`config.mk`:
```
export PLATFORM = sky130hd
export DESIGN_NAME = gate_bist_ctrl
export DESIGN_NICKNAME = d
export VERILOG_FILES = /design/src/rtl/gate_bist_ctrl.sv
export SDC_FILE = /design/constraint.sdc
export NUM_CORES = 1
export LEC_CHECK = 0
export BUFFER_PORTS_ARGS = -buffer_cell sky130_fd_sc_hd__buf_2
export CORE_UTILIZATION = 53
export CTS_BUF_LIST = sky130_fd_sc_hd__clkbuf_16
export CTS_CLUSTER_SIZE = 28
export DETAILED_ROUTE_END_ITERATION = 7
export PLACE_DENSITY = 0.79
export SLEW_MARGIN = 20
export SYNTH_ARGS = -nofsm -noshare
export SYNTH_HDL_FRONTEND = slang
export SYNTH_SLANG_ARGS = --single-unit
```
`constraint.sdc`:
```
create_clock -name clk -period 2.25 [get_ports clk]
set_input_delay 0.3375 -clock clk [delete_from_list [all_inputs] [get_ports clk]]
set_output_delay 0.3375 -clock clk [all_outputs]
set_load 0.05 [all_outputs]
```
`src/rtl/gate_bist_ctrl.sv`:
```
// Exhaustive self-test sequencer for one combinational gate: walks every input
// vector, waits for the gate to settle, and checks it against a golden truth table.
module gate_bist_ctrl #(
  parameter int N_IN = 3,
  parameter int SETTLE = 2,
  parameter logic [(2**N_IN)-1:0] TRUTH = 8'h15
) (
  input  logic            clk,
  input  logic            rst_n,
  input  logic            start,
  input  logic            abort,
  input  logic            dut_out,
  output logic [N_IN-1:0] dut_in,
  output logic            busy,
  output logic            done,
  output logic            pass,
  output logic [N_IN:0]   fail_count,
  output logic [N_IN-1:0] first_fail_vec,
  output logic            first_fail_valid,
  output logic [1:0]      state_dbg
);

  localparam int CW = (SETTLE > 1) ? $clog2(SETTLE) : 1;
  localparam logic [CW-1:0]   SETTLE_LAST = CW'(SETTLE - 1);
  localparam logic [N_IN-1:0] LAST_VEC    = {N_IN{1'b1}};
  localparam logic [N_IN-1:0] VEC_ONE     = N_IN'(1);
  localparam logic [N_IN:0]   CNT_ONE     = (N_IN + 1)'(1);

  typedef enum logic [1:0] {
    IDLE   = 2'd0,
    SETTLE_ST = 2'd1,
    CHECK  = 2'd2,
    DONE   = 2'd3
  } state_t;

  state_t        state;
  logic [CW-1:0] settle_cnt;
  logic          mismatch;

  assign mismatch  = (dut_out != TRUTH[dut_in]);
  assign pass      = done && (fail_count == '0);
  assign state_dbg = state;

  // Handshake: start is a level sampled only in IDLE/DONE; abort is a level
  // honoured only while busy and wins over the CHECK-cycle transition.
  always_ff @(posedge clk or negedge rst_n) begin
    if (!rst_n) begin
      state            <= IDLE;
      settle_cnt       <= '0;
      dut_in           <= '0;
      busy             <= 1'b0;
      done             <= 1'b0;
      fail_count       <= '0;
      first_fail_vec   <= '0;
      first_fail_valid <= 1'b0;
    end else begin
      case (state)
        IDLE, DONE: begin
          if (start) begin
            state            <= SETTLE_ST;
            settle_cnt       <= '0;
            dut_in           <= '0;
            busy             <= 1'b1;
            done             <= 1'b0;
            fail_count       <= '0;
            first_fail_vec   <= '0;
            first_fail_valid <= 1'b0;
          end
        end
        SETTLE_ST: begin
          if (abort) begin
            state  <= IDLE;
            dut_in <= '0;
            busy   <= 1'b0;
          end else if (settle_cnt == SETTLE_LAST) begin
            state <= CHECK;
          end else begin
            settle_cnt <= settle_cnt + 1'b1;
          end
        end
        CHECK: begin
          if (abort) begin
            state  <= IDLE;
            dut_in <= '0;
            busy   <= 1'b0;
          end else begin
            if (mismatch) begin
              fail_count <= fail_count + CNT_ONE;
              if (!first_fail_valid) begin
                first_fail_vec   <= dut_in;
                first_fail_valid <= 1'b1;
              end
            end
            // The final vector stays on dut_in so the gate is left in a known state.
            if (dut_in == LAST_VEC) begin
              state <= DONE;
              busy  <= 1'b0;
              done  <= 1'b1;
            end else begin
              state      <= SETTLE_ST;
              settle_cnt <= '0;
              dut_in     <= dut_in + VEC_ONE;
            end
          end
        end
        default: begin
          state <= IDLE;
          busy  <= 1'b0;
        end
      endcase
    end
  end

endmodule

```
==> reports/summary.txt <==
Vias in the first global route = 849
Total grt overflow = 0
Yosys synthesis warning count = 0
Hold Crit Class = input port to asynchronous set/reset pin
Area Growth Syn to Fin = 19.1%
Multi-input gate area = 573 um2
Synth Flop Type = dfrtp_1
Routed vias = 945
FF/Latch Area = 403 um2
Vias per inst = 5.66
Max-cap check violation count = 0
Hold_buf cts = 0
Mapped Nets = 132
Post-CTS Setup Inserts = 0
Final worst setup slack = 0.192 ns
Number of CTS-inserted buffers = 3
CP Class = flop to flop
#FFs+latches synth = 16
Netlist cell types = 34
Most common cell after layout, fill and taps aside = nand2_1
Most frequent cells in the layout = 24 x nand2_1, 20 x buf_2, 14 x dfrtp_1
I/O Pins = 21
Clock sinks = 16
Post-DP HPWL = 1580 um
Total power = 0.00139 W
Logic pwr share = 47.6%
Post-synthesis sequential area ratio = 38.5%
Setup TNS = 0 ns
Net Switching = 0.000601 W
Clock Root Buffer = clkbuf_16
Max VDD drop = 0.000834 V
First-pass GRT wire length = 3690 um
Rows = 15
Initial antenna violation count = 0
Status = finished, final reports clean
Fillers = 146
Placed cell area = 0.00115 mm2
Finished Cell Area = 0.00124 mm2
Setup violators final = 0
Avg Synthesized Cell Area = 8.66 um2
Share of cells above drive strength 1 = 23.9%
Fmax = 486 MHz
WP data required = 2.39 ns
RSZ-0062 raised after global routing = no
WL per Instance = 13.5 um
M2 GR Usage = 40.0%
Worst-path clk slew = 0.05 ns
Critical path endpoint category = flop
Pwr dens = 1130 mW/mm2
Slew headroom = 62.2%
Worst path arrival time = 2.20 ns
Async SR Flop Fraction = 100%
Leak = 0.570 nW
Most Crowded Layer GR = met2
CTS tree = done
H-tree depth = 1
Crit path max fanout = 8
Initial Utilization = 58.3%
Chip Width = 46.3 um
TritonRoute pass-1 iters = 4
GPL Wtd Cong = 0.792
P_int = 0.000794 W
Slew Limit Fails = 0
Met3 global-route usage = 3.53%
Core ar. = 0.00178 mm2
Final Hold Fails = 0
Max Root-Sink Buffers = 2
Seq pwr share = 27.6%
Clock network power share = 24.8%
DRT Wirelength = 2260 um
DR DRC count = 0
DR iter-0 viols = 20
Tmin final = 2.06 ns
Largest net degree at the start of global routing = 25
Die area = 0.00214 mm2
Final Cycle Share = 91.5%
Measured slew at the worst slew-check pin = 0.561 ns
Grt met1 use = 33.0%
Sw Share = 43.1%
Die H = 46.3 um
R2R cell count = 6
Worst-Skew Late Latency = 0.24 ns
Post-DRT Antenna Nets = 0
Input/output buffers = 20
Layout Skew = 0.00454 ns
Number of synthesized flops with an enable pin = 0
Final core utilization = 69.5%
Ant. Diodes = 0
Setup crit start kind = flop
Synthesized area = 0.00104 mm2
Fin nets = 155
Mapped Cells = 120
Gr usage total = 24.4%
Worst slack at placement = 0.120 ns
critical path, stage by stage, from the launching register on:
cell and delay [ns]:
dfrtp_2 0.37, inv_1 0.04, ha_1 0.36, nor2b_4 0.17, or3_4 0.41, or3b_1 0.36
o311ai_1 0.24
Yosys cell counts (2+ instances only):
cell | number | share of area [%]
nand3_1 | 2 | 0.96
and2_1 | 2 | 1.2
o211ai_1 | 6 | 4.3
a21oi_1 | 9 | 4.3
buf_6 | 2 | 2.2
nand3b_1 | 2 | 1.4
nand2_1 | 24 | 8.7
or4_1 | 5 | 3.6
inv_1 | 8 | 2.9
o21ai_0 | 7 | 3.4
nor3_1 | 2 | 0.96
nor2_1 | 7 | 2.5
ha_1 | 7 | 8.4
dfrtp_1 | 16 | 39
o311ai_0 | 2 | 1.7
flip-flops by register name, indices dropped and copies added, names as in the netlist:
register	cells
first_fail_valid	1
first_fail_vec	3
done	1
settle_cnt	1
fail_count	4
busy	1
state_dbg	2
dut_in	3
per-stage QoR:
stage | cells | hold WS [ns]
after floorplan | 120 | 0.0419
after global placement | 163 | 0.275
after detailed placement | 163 | 0.278
after CTS | 167 | 0.0163
after global routing | 167 | 0.0366
final | 167 | 0.000597
cells by family (layout without fill, tap and decap cells):
logic type	Yosys count	count (layout)	share of synthesized area [%]
compound gates	31	31	19.3
fa+ha+maj	7	7	8.42
buf+inv	13	35	7.46
flops	16	16	38.5
simple gates	53	53	26.4
power groups by stage:
stage / clock, W / sequential, W / combinational [W]
2_1_floorplan: 0 / 0.000520 / 0.000383
3_3_place_gp: 0 / 0.000385 / 0.000623
3_5_place_dp: 0 / 0.000388 / 0.000637
4_1_cts: 0.000351 / 0.000384 / 0.000646
5_1_grt: 0.000365 / 0.000395 / 0.000731
6_report: 0.000346 / 0.000384 / 0.000664
layout make-up:
cell class	count	area share, %
clock buffers	3	6.06
repair buffers	23	9.90
well taps	25	2.53
multi-input cells	91	46.3
inverters	8	2.42
clock inverters	1	0.303
flip-flops and latches	16	32.5
what timing repair did:
item                                   CTS  global route
setup endpoints to repair                0             1
resized for setup                        0             1
endpoints found under the hold margin    0             0
per-layer routing:
metal	share of wire (%)	up-vias	wire length [um]
li1	-	469	-
met3	5.9	2	133
met1	46	439	1030
met4	0.44	0	10
met2	48	35	1080
met5	0	-	0
final timing paths:
path / slack, ns / end / from
max: 0.19 / fail_count[3] / state_dbg[0]
max reg2reg: 0.19 / fail_count[3] / state_dbg[0]
min: 0.0006 / done / rst_n
min in group clk: 0.41 / state_dbg[1] / abort
max in group asynchronous: 1.96 / state_dbg[0] / rst_n
min reg2reg: 0.53 / first_fail_vec[0] / first_fail_vec[0]
No activity file was read; power rests on OpenSTA's default activity.
